--- src/rtl/uart_sprite_loader_pkg.sv ---
// Shared constants for the UART sprite loader: FSM state codes, CMD byte fields, sync marker.
// Latency: n/a (constants only).
// Backpressure: n/a.
package uart_loader_pkg;

  // FSM state codes
  localparam logic [2:0] ST_IDLE = 3'd0;
  localparam logic [2:0] ST_CMD  = 3'd1;
  localparam logic [2:0] ST_ADDR = 3'd2;
  localparam logic [2:0] ST_DATA = 3'd3;
  localparam logic [2:0] ST_CSUM = 3'd4;

  // CMD byte layout: [7:5] target, [4:0] word count minus one
  localparam int CMD_TGT_LSB = 5;
  localparam int CMD_TGT_W   = 3;
  localparam int CMD_LEN_LSB = 0;
  localparam int CMD_LEN_W   = 5;

  // Default packet start marker
  localparam logic [7:0] SYNC_DEFAULT = 8'hA5;

endpackage

--- src/rtl/uart_sprite_loader_if.sv ---
// Byte-in / write-out bundle between uart_rx, the loader and the sprite controller.
// Latency: n/a (wiring only).
// Backpressure: none; the byte strobe and write strobe are both fire-and-forget.
interface uart_sprite_loader_if #(
  parameter int ADDR_W = 30,
  parameter int DATA_W = 32
);
  logic              rcv_i;
  logic [7:0]        uart_data_i;
  logic              mw_o;
  logic [ADDR_W-1:0] address_o;
  logic [DATA_W-1:0] data_o;
  logic [7:0]        leds_o;
  logic              busy_o;
  logic              err_o;
  logic [7:0]        err_cnt_o;

  // Byte source / write sink side
  modport master (
    output rcv_i, uart_data_i,
    input  mw_o, address_o, data_o, leds_o, busy_o, err_o, err_cnt_o
  );

  // Loader side
  modport slave (
    input  rcv_i, uart_data_i,
    output mw_o, address_o, data_o, leds_o, busy_o, err_o, err_cnt_o
  );
endinterface

--- src/rtl/uart_sprite_loader_byte_timeout.sv ---
// Inter-byte watchdog: counts idle cycles while enabled, pulses expire_o at TIMEOUT_CYC-1.
// Latency: expire_o is combinational from the count register (same cycle).
// Backpressure: none; clear has priority over expiry so a byte in the expiry cycle wins.
module byte_timeout #(
  parameter int TIMEOUT_CYC = 100000
) (
  input  logic clk,
  input  logic rstn,
  input  logic clr_i,
  input  logic en_i,
  output logic expire_o
);

  localparam int CNT_W = (TIMEOUT_CYC > 1) ? $clog2(TIMEOUT_CYC) : 1;
  localparam logic [CNT_W-1:0] LAST = CNT_W'(TIMEOUT_CYC - 1);

  logic [CNT_W-1:0] cnt_q, cnt_d;

  // Next count: clear wins, otherwise count up while enabled and park at the limit
  always_comb begin
    cnt_d = cnt_q;
    if (clr_i) begin
      cnt_d = '0;
    end else if (en_i && (cnt_q != LAST)) begin
      cnt_d = cnt_q + CNT_W'(1);
    end
  end

  assign expire_o = en_i && !clr_i && (cnt_q == LAST);

  // Count register with synchronous active-low reset
  always_ff @(posedge clk) begin
    if (!rstn) cnt_q <= '0;
    else       cnt_q <= cnt_d;
  end

endmodule

--- src/rtl/uart_sprite_loader.sv ---
// Framed UART packet decoder -> burst sprite-memory writes (optional per-word XOR check: UART_LOADER_CSUM_EN).
// Latency: mw_o one cycle after the byte that completes a word (data byte, or CSUM byte when enabled).
// Backpressure: none; one byte per rcv_i is always accepted, errors abort the packet back to IDLE.
module uart_sprite_loader
  import uart_loader_pkg::*;
#(
  parameter int         ADDR_W      = 30,
  parameter int         DATA_W      = 32,
  parameter int         ADDR_BYTES  = 2,
  parameter int         TGT_LSB     = 27,
  parameter int         ADDR_STEP   = 4,
  parameter int         TIMEOUT_CYC = 100000,
  parameter logic [7:0] SYNC_BYTE   = SYNC_DEFAULT
) (
  input  logic              clk,
  input  logic              rstn,
  uart_sprite_loader_if.slave bus
);

  localparam int DATA_BYTES = DATA_W / 8;
  localparam int LO_W       = 8 * ADDR_BYTES;
  localparam int IDX_W      = 8;

  logic [2:0]           state_q, state_d;
  logic [CMD_TGT_W-1:0] target_q, target_d;
  logic [CMD_LEN_W-1:0] words_left_q, words_left_d;
  logic [IDX_W-1:0]     idx_q, idx_d;
  logic [LO_W-1:0]      addr_lo_q, addr_lo_d;
  logic [DATA_W-1:0]    word_q, word_d;
  logic                 mw_q, mw_d;
  logic [ADDR_W-1:0]    address_q, address_d;
  logic [DATA_W-1:0]    data_q, data_d;
  logic [7:0]           leds_q, leds_d;
  logic                 err_q, err_d;
  logic [7:0]           err_cnt_q, err_cnt_d;
`ifdef UART_LOADER_CSUM_EN
  logic [7:0]           csum_q, csum_d;
`endif

  logic              rcv;
  logic [7:0]        rx_byte;
  logic              expire;
  logic              commit;
  logic              raise_err;
  logic [DATA_W-1:0] commit_word;
  logic [DATA_W-1:0] word_next;
  logic [LO_W-1:0]   lo_next;

  assign rcv     = bus.rcv_i;
  assign rx_byte = bus.uart_data_i;

  // Bytes arrive LSB first, so each new byte enters at the top and the rest shift down
  assign word_next = (DATA_W'(rx_byte) << (DATA_W - 8)) | (word_q >> 8);
  assign lo_next   = (LO_W'(rx_byte) << (LO_W - 8)) | (addr_lo_q >> 8);

  // Full address: target in its fixed field, low address at the bottom, zeros between
  function automatic logic [ADDR_W-1:0] mk_addr(input logic [CMD_TGT_W-1:0] tgt,
                                                input logic [LO_W-1:0] lo);
    logic [ADDR_W-1:0] a;
    a = '0;
    a[TGT_LSB +: CMD_TGT_W] = tgt;
    a[LO_W-1:0] = lo;
    return a;
  endfunction

  byte_timeout #(.TIMEOUT_CYC(TIMEOUT_CYC)) u_timeout (
    .clk      (clk),
    .rstn     (rstn),
    .clr_i    (rcv || (state_q == ST_IDLE)),
    .en_i     (state_q != ST_IDLE),
    .expire_o (expire)
  );

  // Packet FSM, byte assembly, write issue and error accounting
  always_comb begin
    state_d      = state_q;
    target_d     = target_q;
    words_left_d = words_left_q;
    idx_d        = idx_q;
    addr_lo_d    = addr_lo_q;
    word_d       = word_q;
    mw_d         = 1'b0;
    address_d    = address_q;
    data_d       = data_q;
    leds_d       = leds_q;
    err_d        = 1'b0;
    err_cnt_d    = err_cnt_q;
    commit       = 1'b0;
    commit_word  = word_next;
    raise_err    = 1'b0;

    if (rcv) leds_d = rx_byte;

    case (state_q)
      ST_IDLE: begin
        if (rcv && (rx_byte == SYNC_BYTE)) state_d = ST_CMD;
      end
      ST_CMD: begin
        if (rcv) begin
          target_d     = rx_byte[CMD_TGT_LSB +: CMD_TGT_W];
          words_left_d = rx_byte[CMD_LEN_LSB +: CMD_LEN_W];
          idx_d        = '0;
          state_d      = ST_ADDR;
        end
      end
      ST_ADDR: begin
        if (rcv) begin
          addr_lo_d = lo_next;
          if (idx_q == IDX_W'(ADDR_BYTES - 1)) begin
            idx_d   = '0;
            state_d = ST_DATA;
          end else begin
            idx_d = idx_q + IDX_W'(1);
          end
        end
      end
      ST_DATA: begin
        if (rcv) begin
          word_d = word_next;
          if (idx_q == IDX_W'(DATA_BYTES - 1)) begin
            idx_d = '0;
`ifdef UART_LOADER_CSUM_EN
            state_d = ST_CSUM;
`else
            commit = 1'b1;
`endif
          end else begin
            idx_d = idx_q + IDX_W'(1);
          end
        end
      end
`ifdef UART_LOADER_CSUM_EN
      ST_CSUM: begin
        if (rcv) begin
          if (rx_byte == csum_q) begin
            commit      = 1'b1;
            commit_word = word_q;
          end else begin
            raise_err = 1'b1;
            state_d   = ST_IDLE;
          end
        end
      end
`endif
      default: state_d = ST_IDLE;
    endcase

    // A finished word becomes one write; the low address wraps, target bits stay put
    if (commit) begin
      mw_d      = 1'b1;
      data_d    = commit_word;
      address_d = mk_addr(target_q, addr_lo_q);
      addr_lo_d = addr_lo_q + LO_W'(ADDR_STEP);
      if (words_left_q == '0) begin
        state_d = ST_IDLE;
      end else begin
        words_left_d = words_left_q - CMD_LEN_W'(1);
        state_d      = ST_DATA;
      end
    end

    // Expiry never coincides with a byte, so it cannot collide with a commit
    if (expire) begin
      state_d   = ST_IDLE;
      raise_err = 1'b1;
    end

    if (raise_err) begin
      err_d = 1'b1;
      if (err_cnt_q != 8'hFF) err_cnt_d = err_cnt_q + 8'd1;
    end
  end

`ifdef UART_LOADER_CSUM_EN
  // Running XOR over CMD, address and data bytes of the current packet
  always_comb begin
    csum_d = csum_q;
    if (rcv) begin
      if (state_q == ST_CMD) csum_d = rx_byte;
      else if ((state_q == ST_ADDR) || (state_q == ST_DATA)) csum_d = csum_q ^ rx_byte;
    end
  end

  // Checksum register
  always_ff @(posedge clk) begin
    if (!rstn) csum_q <= '0;
    else       csum_q <= csum_d;
  end
`endif

  // State and output registers, all cleared by reset (drops any partial word)
  always_ff @(posedge clk) begin
    if (!rstn) begin
      state_q      <= ST_IDLE;
      target_q     <= '0;
      words_left_q <= '0;
      idx_q        <= '0;
      addr_lo_q    <= '0;
      word_q       <= '0;
      mw_q         <= 1'b0;
      address_q    <= '0;
      data_q       <= '0;
      leds_q       <= '0;
      err_q        <= 1'b0;
      err_cnt_q    <= '0;
    end else begin
      state_q      <= state_d;
      target_q     <= target_d;
      words_left_q <= words_left_d;
      idx_q        <= idx_d;
      addr_lo_q    <= addr_lo_d;
      word_q       <= word_d;
      mw_q         <= mw_d;
      address_q    <= address_d;
      data_q       <= data_d;
      leds_q       <= leds_d;
      err_q        <= err_d;
      err_cnt_q    <= err_cnt_d;
    end
  end

  assign bus.mw_o      = mw_q;
  assign bus.address_o = address_q;
  assign bus.data_o    = data_q;
  assign bus.leds_o    = leds_q;
  assign bus.busy_o    = (state_q != ST_IDLE);
  assign bus.err_o     = err_q;
  assign bus.err_cnt_o = err_cnt_q;

endmodule
--- src/flat_wrapper.sv ---
// flat-port wrapper written by rule: the top's interface ports become plain ports
module uart_sprite_loader_flat import uart_loader_pkg::*;
#(
  parameter int         ADDR_W      = 30,
  parameter int         DATA_W      = 32,
  parameter int         ADDR_BYTES  = 2,
  parameter int         TGT_LSB     = 27,
  parameter int         ADDR_STEP   = 4,
  parameter int         TIMEOUT_CYC = 100000,
  parameter logic [7:0] SYNC_BYTE   = SYNC_DEFAULT
)
  (clk, rstn, bus_rcv_i, bus_uart_data_i, bus_mw_o, bus_address_o, bus_data_o, bus_leds_o, bus_busy_o, bus_err_o, bus_err_cnt_o);
  uart_sprite_loader_if #(.ADDR_W(ADDR_W), .DATA_W(DATA_W)) bus_i ();
  input  logic clk;
  input  logic rstn;
  input wire logic [$bits(bus_i.rcv_i)-1:0] bus_rcv_i;
  input wire logic [$bits(bus_i.uart_data_i)-1:0] bus_uart_data_i;
  output wire logic [$bits(bus_i.mw_o)-1:0] bus_mw_o;
  output wire logic [$bits(bus_i.address_o)-1:0] bus_address_o;
  output wire logic [$bits(bus_i.data_o)-1:0] bus_data_o;
  output wire logic [$bits(bus_i.leds_o)-1:0] bus_leds_o;
  output wire logic [$bits(bus_i.busy_o)-1:0] bus_busy_o;
  output wire logic [$bits(bus_i.err_o)-1:0] bus_err_o;
  output wire logic [$bits(bus_i.err_cnt_o)-1:0] bus_err_cnt_o;
  assign bus_i.rcv_i = bus_rcv_i;
  assign bus_i.uart_data_i = bus_uart_data_i;
  assign bus_mw_o = bus_i.mw_o;
  assign bus_address_o = bus_i.address_o;
  assign bus_data_o = bus_i.data_o;
  assign bus_leds_o = bus_i.leds_o;
  assign bus_busy_o = bus_i.busy_o;
  assign bus_err_o = bus_i.err_o;
  assign bus_err_cnt_o = bus_i.err_cnt_o;
  uart_sprite_loader #(.ADDR_W(ADDR_W), .DATA_W(DATA_W), .ADDR_BYTES(ADDR_BYTES), .TGT_LSB(TGT_LSB), .ADDR_STEP(ADDR_STEP), .TIMEOUT_CYC(TIMEOUT_CYC), .SYNC_BYTE(SYNC_BYTE)) u_core (.clk(clk), .rstn(rstn), .bus(bus_i));
endmodule
--- config.mk ---
export PLATFORM = sky130hd
export DESIGN_NAME = uart_sprite_loader_flat
export DESIGN_NICKNAME = d
export VERILOG_FILES = /design/src/rtl/uart_sprite_loader_pkg.sv /design/src/rtl/uart_sprite_loader_if.sv /design/src/rtl/uart_sprite_loader_byte_timeout.sv /design/src/rtl/uart_sprite_loader.sv /design/src/flat_wrapper.sv
export SDC_FILE = /design/constraint.sdc
export NUM_CORES = 1
export LEC_CHECK = 0
export BUFFER_PORTS_ARGS = -buffer_cell sky130_fd_sc_hd__clkbuf_2
export CORE_MARGIN = 2
export CORE_UTILIZATION = 35
export CTS_CLUSTER_DIAMETER = 200
export CTS_CLUSTER_SIZE = 20
export DETAILED_ROUTE_END_ITERATION = 10
export HOLD_SLACK_MARGIN = 0.08
export SLEW_MARGIN = 20
export SYNTH_ARGS = -nofsm -noshare
export SYNTH_HDL_FRONTEND = slang
export SYNTH_HIERARCHICAL = 1
export SYNTH_SLANG_ARGS = --single-unit
--- constraint.sdc ---
create_clock -name clk -period 5.2 [get_ports clk]
set_input_delay 0.78 -clock clk [delete_from_list [all_inputs] [get_ports clk]]
set_output_delay 0.78 -clock clk [all_outputs]
set_load 0.02 [all_outputs]
-- Word level (Yosys, flattened, before mapping)
Index checks and enable logic that the tools add are counted.
- logic and storage cells: 84
- input port bits: 11
- flip-flop bits (word level): 153
- bitwise gates (word level): 3
- eq/ne operators: 17
- reduce and logical (&&, ||, !) cells: 20
- muxes and demuxes: 26
- add/sub/neg operators: 5
- operators with widths (operator ; count):
    two-way mux 16 bit ; 3
    two-way mux 8 bit ; 5
    OR 32 x 24 -> 32 bit ; 1
    one-hot mux 8 bit (3 select lines) ; 1
    two-way mux 5 bit ; 4
    adder 17 x 1 -> 17 bit, second input constant ; 1
    equality test 17 bit, second input constant ; 1
    != test 17 bit, second input constant ; 1
    adder 16 x 3 -> 16 bit, second input constant ; 1
    adder 8 x 1 -> 8 bit, second input constant ; 2
    OR 16 x 8 -> 16 bit ; 1
    two-way mux 3 bit ; 5
    one-hot mux 3 bit (4 select lines) ; 1
    != test 3 x 2 -> 1 bit, second input constant ; 3
    equality test 8 x 1 -> 1 bit, second input constant ; 1
    equality test 8 x 2 -> 1 bit, second input constant ; 1
    equality test 8 bit, second input constant ; 1
    != test 8 bit, second input constant ; 1
    AND reduction 2 bit ; 4
    equality test 3 x 2 -> 1 bit, second input constant ; 2
    two-way mux 1 bit ; 6
    != test 2 bit, second input constant ; 3
    nonzero test 3 bit ; 2
    logical NOT 5 bit ; 1
    14 further kinds ; 19

-- Depth between registers and ports, before layout
Gate-level depths: netlist of run 1.
- depth in word-level cells: 7
- mapped depth: 10
- mapped depth without buffers: 9

-- Cells and area by module
The synthesis of run 1 kept the hierarchy.
- modules (own cells, without submodules) (module ; instances ; cells an instance ; area each (µm²) ; sequential area each (µm²)):
    uart_sprite_loader ; 1 ; 662 ; 5273.8 ; 2542.4
    byte_timeout ; 1 ; 96 ; 839.6 ; 340.3

-- Worst setup path after synthesis of run 1
No wires, ideal clock.
- path kind: input to register
- from: in bus_rcv_i
- to: reg u_core.err_cnt_q[3] (netlist: u_core/bus.err_cnt_o[3])
- stages: 7
- data required time: 5.129 ns
- slack: 2.739 ns
- arrival: 2.391 ns
- cells stage by stage: buf_1 clkbuf_1 or2_2 nor2_1 o31ai_2 or3_1 a21oi_1
- longest elaborated chain between the ends: 6
- ends and longest elaborated chain (element ; line ; RTL):
    start: declaration ; flat_wrapper.sv:16 ; input wire logic [$bits(bus_i.rcv_i)-1:0] bus_rcv_i;
    logical OR 1 bit ; uart_sprite_loader.sv:69 ; .clr_i (rcv || (state_q == ST_IDLE)),
    logical NOT 1 bit ; uart_sprite_loader_byte_timeout.sv:29 ; assign expire_o = en_i && !clr_i && (cnt_q == LAST);
    logical AND 1 bit (2 in series) ; uart_sprite_loader_byte_timeout.sv:29 ;
    two-way mux 1 bit ; uart_sprite_loader.sv:163 ; if (expire) begin
    AND reduction 2 bit (no source line) ; -- ;
    end signal: assignment ; uart_sprite_loader.sv:218 ; err_cnt_q <= err_cnt_d;
    end: declaration ; uart_sprite_loader.sv:35 ; logic [7:0] err_cnt_q, err_cnt_d;
No other way between the ends.
A chain may end at the register's enable or synchronous reset.

-- Worst setup path after layout of run 1
- from: in bus_rcv_i
- to: reg u_core.words_left_q[2]
- longest elaborated chain between the ends: 4
- elaborated cells between the ends (all ways): 6
- those cells by class: 6 x mux
- ends and longest elaborated chain (element ; line ; RTL):
    two-way mux 5 bit ; uart_sprite_loader.sv:99 ; if (rcv) begin
    two-way mux 5 bit ; uart_sprite_loader.sv:94 ; case (state_q)
    two-way mux 5 bit ; uart_sprite_loader.sv:154 ; if (words_left_q == '0) begin
    two-way mux 5 bit (*) ; uart_sprite_loader.sv:149 ; if (commit) begin
    end signal: assignment ; uart_sprite_loader.sv:209 ; words_left_q <= words_left_d;
    end: declaration ; uart_sprite_loader.sv:26 ; logic [CMD_LEN_W-1:0] words_left_q, words_left_d;
Every way passes the cells marked *; elsewhere a longest branch is shown, timed or not.

==> results.tsv, run 1 <==
stage	metric	value	unit
timing	slew_headroom	35.8	%
timing	worstMarginPinSlew	961	ps
floorplanning	die_h	136	µm
min_path	hp-start	u_core/addr_lo_q[0]	
logic_synthesis	synth_area_leader_cell	dfxtp_1	
min_path	hold_path.class	reg2reg	
floorplanning	dieWidth	136	µm
worst_setup_path	cp_cell_sequence	clkbuf_2 > and3_1 > nand3_2 > buf_4 > o21ai_0 > a31oi_1	
cts	clock-sinks	144	
global_route	antenna_found_initial	0	
cts	postCtsSetupRepairBufs	0	
routing	dr.pass1.iters	5	
placed_design	gp_congestion	0.793	
floorplanning	io_pins	92	
timing	rsz0062_at_grt	false	
routing	drt-vias-per-instance	5.09	
cells_and_area	n_antenna_cell	0	
logic_synthesis	synth.area.top_cells	dfxtp_1 47%, nand2_1 12%, a21oi_1 8.8%	
timing	whs	451	ps
worst_setup_path	endpoint_kind	register	
worst_setup_path	critical_path_class	in2reg	
cts	cts_tree	built	
flow_run	max_cap_violations	0	
pwr	p_leak	2.65	nW
cts	clockBufferDepth	2	
cts	cts-htree-levels	4	
logic_synthesis	synth-edff-count	0	
timing	fin_crit	2830	ps
pwr	power_density	335	nW/µm²
timing	timing.fmax	353	MHz
floorplanning	start_util	35.6	%
cells_and_area	area_delta_synth_final	17.9	%
floorplanning	fp.coreArea	17200	µm²
worst_setup_path	required	5490	ps
logic_synthesis	syn_area	6110	µm²
outcome	outcome	completed	
placed_design	port_buffers	80	
worst_setup_path	slowest_stage	nand3_2	
worst_setup_path	timing.rr.start	u_core/state_q[1]	
logic_synthesis	ys.flop_type	dfxtp_1	
cts	numCtsBuffers	17	
worst_setup_path	critPathMaxStageDelay	750	ps
routing	drc	0	
placed_design	place_ws	1920	ps
cts	clk_latency	420	ps
floorplanning	core.rowCount	48	
logic_synthesis	seq_area_frac_synth	47.2	%
cells_and_area	layout_commonest_cell	nand2_1	
global_route	grt_use_total	16.5	%
cells_and_area	final_cell_mix	198 x nand2_1, 144 x dfxtp_1, 108 x a21oi_1	
routing	dr_total_vias	5387	
cts	cts-resized-gates	0	
logic_synthesis	synth_seq_cells	144	
cts	cts_root_buffer	clkbuf_16	
global_route	grt_max_degree	78	
logic_synthesis	ys_async_sr_fraction	0	%
timing	timing.final.ws_setup	2370	ps
global_route	grt_pass1_wl	24500	µm
cells_and_area	drive_gt1_share	15.4	%
logic_synthesis	ys_types	58	
routing	antenna_left	0	
cells_and_area	fin_nets	842	
pwr	vdd_drop_max	0.214	mV
worst_setup_path	crit_path_max_fanout	48	
logic_synthesis	yosysWarnings	6	
cells_and_area	layout.cells.non_filler	1058	
logic_synthesis	avgSynthCellArea	8.07	µm²
routing	routed_wl	15000	µm
worst_setup_path	start_kind	primary input	
timing	clock-skew-final	13.0	ps
timing	drv_slew	0	
timing	final_hold_viol_count	0	
routing	wl_per_cell	14.1	µm
floorplanning	die_area	18500	µm²
logic_synthesis	synth_cells	758	
cts	hold_buffers	0	
global_route	grt_overflow_total	0	
timing	fin_setup_tns	0	ps
routing	drt_iter0_markers	474	
cts	clk_pin_slew_worst_paths	60	ps
worst_setup_path	critPathLaunch	bus_rcv_i	
timing	fin_crit_sh	54.4	%
placed_design	dp_cells	1026	
timing	finalSetupViolCount	0	
logic_synthesis	synthDominantCellAreaShare	47.2	%
worst_setup_path	crit_arrival	3120	ps
global_route	grt_pass1_vias	4899	
placed_design	place_hpwl	9810	µm
## area by class of cell
type	count	area, µm²
Clock buffer	18	429
Clock inverter	14	160
Fill cell	1829	9970
Inverter	14	53.8
Multi-Input combinational cell	559	2970
Sequential cell	144	2880
Tap cell	225	282
Timing Repair Buffer	84	430
## flip-flops by register name, indices dropped and copies added (netlist names), 5 cells and up
signal and cells:
u_core/bus.data_o 32, u_core/word_q 24, u_core/bus.address_o 19, u_core/u_timeout/cnt_q 17, u_core/addr_lo_q 16, u_core/bus.err_cnt_o 8, u_core/bus.leds_o 8, u_core/idx_q 8
u_core/words_left_q 5
## layer usage
metal  up-vias  wire [µm]  track usage, %
li1       2720          -               -
met1      2527       7280            22.9
met2       130       6750            24.7
met3        10        780            4.59
met4         0        152            5.38
met5         -          0               0
## worst max-delay path: cells and delay by family
kind	cells	cell delay, ps
buf+inv	2	960
simple gates	2	1100
compound gates	2	270
## kinds of logic after synthesis
logic type	count (synthesis)	share of synthesized area [%]
compound gates	169	15.8
xor+xnor	15	2.15
fa+ha+maj	11	2.25
buf+inv	65	4.93
flops	144	47.2
mux	13	2.17
other cells	1	0.0613
simple gates	340	25.5
## synth_stat cells, types with 2 or more instances
library cell / count
mux2i_1: 11
o21ai_0: 14
a31oi_1: 9
buf_1: 2
dfxtp_1: 144
nand2b_1: 2
o21a_1: 2
a31o_2: 2
or2_1: 2
a22oi_1: 4
a311oi_1: 2
and3_1: 10
nor2_1: 40
nor2b_1: 3
buf_4: 11
a2bb2oi_1: 3
xor2_1: 9
and2_1: 8
nor4bb_1: 3
o211ai_1: 9
nor3_1: 8
a32oi_1: 2
a21oi_1: 108
nand3_1: 23
ha_1: 11
buf_2: 7
inv_1: 13
and4_1: 4
clkbuf_1: 30
nor4_1: 3
xnor2_1: 6
nand4_1: 11
nand2_1: 198
o21ai_1: 6
or4_1: 5
or3_1: 11
## stage by stage
stage                     power [W]  instance area (µm²)  util [%]
after floorplan             0.00121                 6150         -
after global placement      0.00124                 6620      38.5
after detailed placement    0.00124                 6620      38.5
after CTS                   0.00245                 7210      42.0
after global routing        0.00251                 7210      42.0
final                       0.00241                 7210      42.0
## worst paths after layout
path                                  to  slack (ps)  depth (start not counted)
setup / recovery  u_core/words_left_q[2]        2370                          6
hold / removal       u_core/addr_lo_q[0]         450                          2
setup reg to reg  u_core/words_left_q[2]        2520                          6
hold reg to reg      u_core/addr_lo_q[0]         450                          2
## power by group
group / total (W) / internal [W] / switching, W / leakage [nW]
sequential: 0.00112 / 0.00111 / 0.00000532 / 1.16
clock: 0.00120 / 0.000715 / 0.000486 / 0.284
combinational: 0.0000964 / 0.0000258 / 0.0000707 / 1.20
total: 0.00241 / 0.00185 / 0.000562 / 2.65
No activity file was read; power rests on OpenSTA's default activity.
==> run 2: changes to the inputs <==
--- a/config.mk
+++ b/config.mk
@@ -5,6 +5,7 @@
 export SDC_FILE = /design/constraint.sdc
 export NUM_CORES = 1
 export LEC_CHECK = 0
+export ABC_AREA = 1
 export BUFFER_PORTS_ARGS = -buffer_cell sky130_fd_sc_hd__clkbuf_2
 export CORE_MARGIN = 2
 export CORE_UTILIZATION = 35
==> constraint.sdc (replaced) <==
create_clock -name clk -period 2.4 [get_ports clk]
set_input_delay 0.36 -clock clk [delete_from_list [all_inputs] [get_ports clk]]
set_output_delay 0.36 -clock clk [all_outputs]
set_load 0.02 [all_outputs]
==> run 2 against run 1 <==
  * Sequential power is 120% higher
  * Synthesized area is 4.0% higher
  * Clock skew is 2.7 ps lower
  * Clock power is 110% higher
  * Non-clock buffer count is 10 higher
  * Critical path type is now reg2reg
==> results.tsv, run 2 <==
stage	metric	value	unit	change
cells_and_area	layout.cells.non_filler	1175		+11%
pwr	total_power	0.00552	W	+130%
cells_and_area	final_cell_mix	144 x dfxtp_1, 131 x nand2_1, 115 x nor2_1		
placed_design	place_ws	135	ps	-1790 ps
worst_setup_path	crit_path_max_fanout	8		-83%
worst_setup_path	critPathMaxStageDelay	410	ps	-340 ps
cts	clk_latency	430	ps	about the same
floorplanning	die_area	19300	µm²	+3.9%
placed_design	place_hpwl	10600	µm	+8.5%
logic_synthesis	synth_most_common_cell	dfxtp_1		
cts	clock-sinks	144		unchanged
timing	fin_setup_tns	0	ps	unchanged
timing	finalSetupViolCount	0		unchanged
cells_and_area	area_delta_synth_final	17.8	%	
cells_and_area	largest_reg_flops	32		unchanged
worst_setup_path	cp_top_family	simple AND/OR/NAND/NOR gates		
routing	drc	0		unchanged
cells_and_area	fill_cells	1883		+3.0%
floorplanning	fp.coreArea	17900	µm²	+4.2%
timing	fin_crit	2150	ps	
routing	dr_total_vias	5623		+4.4%
cts	cts-htree-levels	4		unchanged
pwr	power_density	737	nW/µm²	+120%
cts	postCtsSetupRepairBufs	0		unchanged
global_route	grt_max_degree	65		-17%
timing	drv_slew	0		unchanged
pwr	p_int	0.00397	W	+110%
timing	worstMarginPinSlew	852	ps	-109 ps
floorplanning	io_pins	92		unchanged
worst_setup_path	critical_path_class	reg2reg		
logic_synthesis	ys_types	37		-36%
timing	timing.final.ws_setup	251	ps	-2120 ps
cts	clockBufferDepth	2		unchanged
cells_and_area	fin_nets	955		+13%
worst_setup_path	endpoint_kind	register		
floorplanning	start_util	35.5	%	-0.073 points
routing	routed_wl	15200	µm	+1.2%
logic_synthesis	ys.flop_type	dfxtp_1		
cells_and_area	drive_gt1_share	16.7	%	+1.3 points
min_path	hold_path.class	in2reg		
pwr	power.switching	0.00155	W	+180%
cells_and_area	stdcell_area	7490	µm²	+3.9%
pwr	clkPwrFrac	45.8	%	-4.0 points
timing	timing.fmax	465	MHz	
global_route	grt_overflow_total	0		unchanged
timing	rsz0062_at_grt	false		
logic_synthesis	synth_common_cells	144 x dfxtp_1, 131 x nand2_1, 115 x nor2_1		
timing	clock-skew-final	10.3	ps	-2.74 ps
logic_synthesis	syn_area	6360	µm²	+4.0%
cells_and_area	multi_input_area	2900	µm²	-2.4%
worst_setup_path	required	2710	ps	-2780 ps
timing	final_hold_viol_count	0		unchanged
cells_and_area	layout_commonest_cell	dfxtp_1		
pwr	p_comb_share	9.3	%	+5.3 points
logic_synthesis	synth_seq_cells	144		unchanged
cts	clk_pin_slew_worst_paths	70	ps	about the same
cells_and_area	n_antenna_cell	0		unchanged
cts	numCtsBuffers	17		unchanged
timing	slew_headroom	43.1	%	+7.3 points
pwr	switching_share	28.1	%	+4.8 points
placed_design	gp_congestion	0.852		+7.5%
worst_setup_path	start_kind	register		
logic_synthesis	synth_area_leader_cell	dfxtp_1		
timing	fin_crit_sh	89.5	%	
routing	antenna_left	0		unchanged
pwr	pwr-share-seq	44.9	%	-1.3 points
placed_design	port_buffers	80		unchanged
routing	drt_iter0_markers	321		-32%
logic_synthesis	avgSynthCellArea	7.39	µm²	-8.3%
global_route	grt_pass1_wl	25500	µm	+4.1%
worst_setup_path	crit_arrival	2460	ps	-660 ps
floorplanning	core.rowCount	49		+2.1%
logic_synthesis	yosysWarnings	6		unchanged
outcome	outcome	completed		
floorplanning	dieWidth	139	µm	+1.9%
placed_design	dp_cells	1143		+11%
logic_synthesis	synth.area.top_cells	dfxtp_1 45%, nand2_1 7.7%, nor2_1 6.8%		
logic_synthesis	synthDominantCellAreaShare	45.3	%	-1.8 points
cells_and_area	seq_area	2880	µm²	unchanged
global_route	antenna_found_initial	0		unchanged
placed_design	placed_area	6910	µm²	+4.4%
global_route	grt_pass1_vias	5056		+3.2%
pwr	p_leak	2.92	nW	+10%
worst_setup_path	slowest_stage	dfxtp_1		
routing	drt-vias-per-instance	4.79		-6.0%
pwr	vdd_drop_max	0.567	mV	+160%
worst_setup_path	path_buf_inv	2		unchanged
worst_setup_path	cp_cell_sequence	inv_1 > ha_1 > or2_2 > nor3_2 > nand2_1 > inv_1 > nand2_1 > o21ai_0 > a21oi_1		
logic_synthesis	synth_cells	860		+13%
logic_synthesis	synth-edff-count	0		unchanged
floorplanning	die_h	139	µm	+1.9%
logic_synthesis	ys_async_sr_fraction	0	%	unchanged
global_route	grt_use_total	16.1	%	-0.36 points
cts	cts_tree	built		
routing	dr.pass1.iters	5		unchanged
cts	cts_root_buffer	clkbuf_16		
flow_run	max_cap_violations	0		unchanged
routing	wl_per_cell	12.9	µm	-8.8%
logic_synthesis	seq_area_frac_synth	45.3	%	-1.8 points
-- run 2: cell count changes in the layout (fill, tap and decap cells not counted), sizes merged, moves of 7 or more --
cell / before / now
o21ai: 20 / 109
nor2: 40 / 124
inv: 16 / 96
nand2: 198 / 136
nand3: 24 / 62
a21oi: 108 / 73
a211oi: 0 / 13
mux2i: 11 / 0
or3: 11 / 0
and3: 10 / 0
buf: 4 / 14
and2: 8 / 0
o211ai: 9 / 2
-- run 2: stage by stage --
step / util [%] / hold slack [ps]
2_1_floorplan: - / 441
4_1_cts: 41.8 / 236
6_report: 41.8 / 257
3_5_place_dp: 38.6 / 469
5_1_grt: 41.8 / 253
3_3_place_gp: 38.6 / 464
-- run 2: worst paths after layout --
check	depth (start not counted)	endpoint	startpoint	slack, ps
hold reg to reg	2	u_core/bus.data_o[14]	u_core/bus.data_o[14]	480
setup / recovery	9	u_core/bus.err_cnt_o[3]	u_core/state_q[1]	250
hold / removal	3	u_core/bus.mw_o	rstn	260
setup reg to reg	9	u_core/bus.err_cnt_o[3]	u_core/state_q[1]	250
-- run 2: kinds of logic (layout without fill, tap and decap cells) --
group / Yosys count / count (layout) / share of synthesized area (%)
adders and majority gates: 11 / 11 / 2.16
xor gates and xnor gates: 15 / 15 / 2.07
and+or+nand+nor: 348 / 348 / 24.2
AOI/OAI and AO/OA: 201 / 201 / 16.5
other: 1 / 11 / 0.0590
DFF: 144 / 144 / 45.3
buffers and inverters: 140 / 216 / 9.72
-- run 2: per-layer routing --
metal	GRT usage [%]	up-vias	routed length, µm
met2	23.6	130	6380
met4	4.68	0	177
met1	23.3	2538	7830
met5	0	-	0
li1	-	2941	-
met3	4.25	14	765
-- run 2: power groups by stage --
stage | Sequential, W | Combinational, W | Clock, W
6_report | 0.00248 | 0.000515 | 0.00253
5_1_grt | 0.00248 | 0.000591 | 0.00269
4_1_cts | 0.00248 | 0.000513 | 0.00258
3_5_place_dp | 0.00253 | 0.000510 | 0
3_3_place_gp | 0.00253 | 0.000508 | 0
2_1_floorplan | 0.00253 | 0.000385 | 0
-- run 2: repair_timing --
item / CTS / global route
resized for setup: 0 / 1
hold endpoints to repair: 0 / 0
setup endpoints to repair: 0 / 3
hold buffers: 0 / 0
-- run 2: worst register-to-register path, delay by kind of cell (launching register included) --
kind | cells | cell delay [ps]
simple gates | 4 | 860
flops | 1 | 410
buf+inv | 2 | 310
fa+ha+maj | 1 | 240
compound gates | 2 | 220
-- run 2: area by class of cell --
class	instances	area share, %
repair buffers	94	6.75
well taps	229	3.83
multi-input cells	586	38.7
clock inverters	15	1.95
inverters	90	4.56
flip-flops and latches	144	38.5
clock buffers	17	5.68
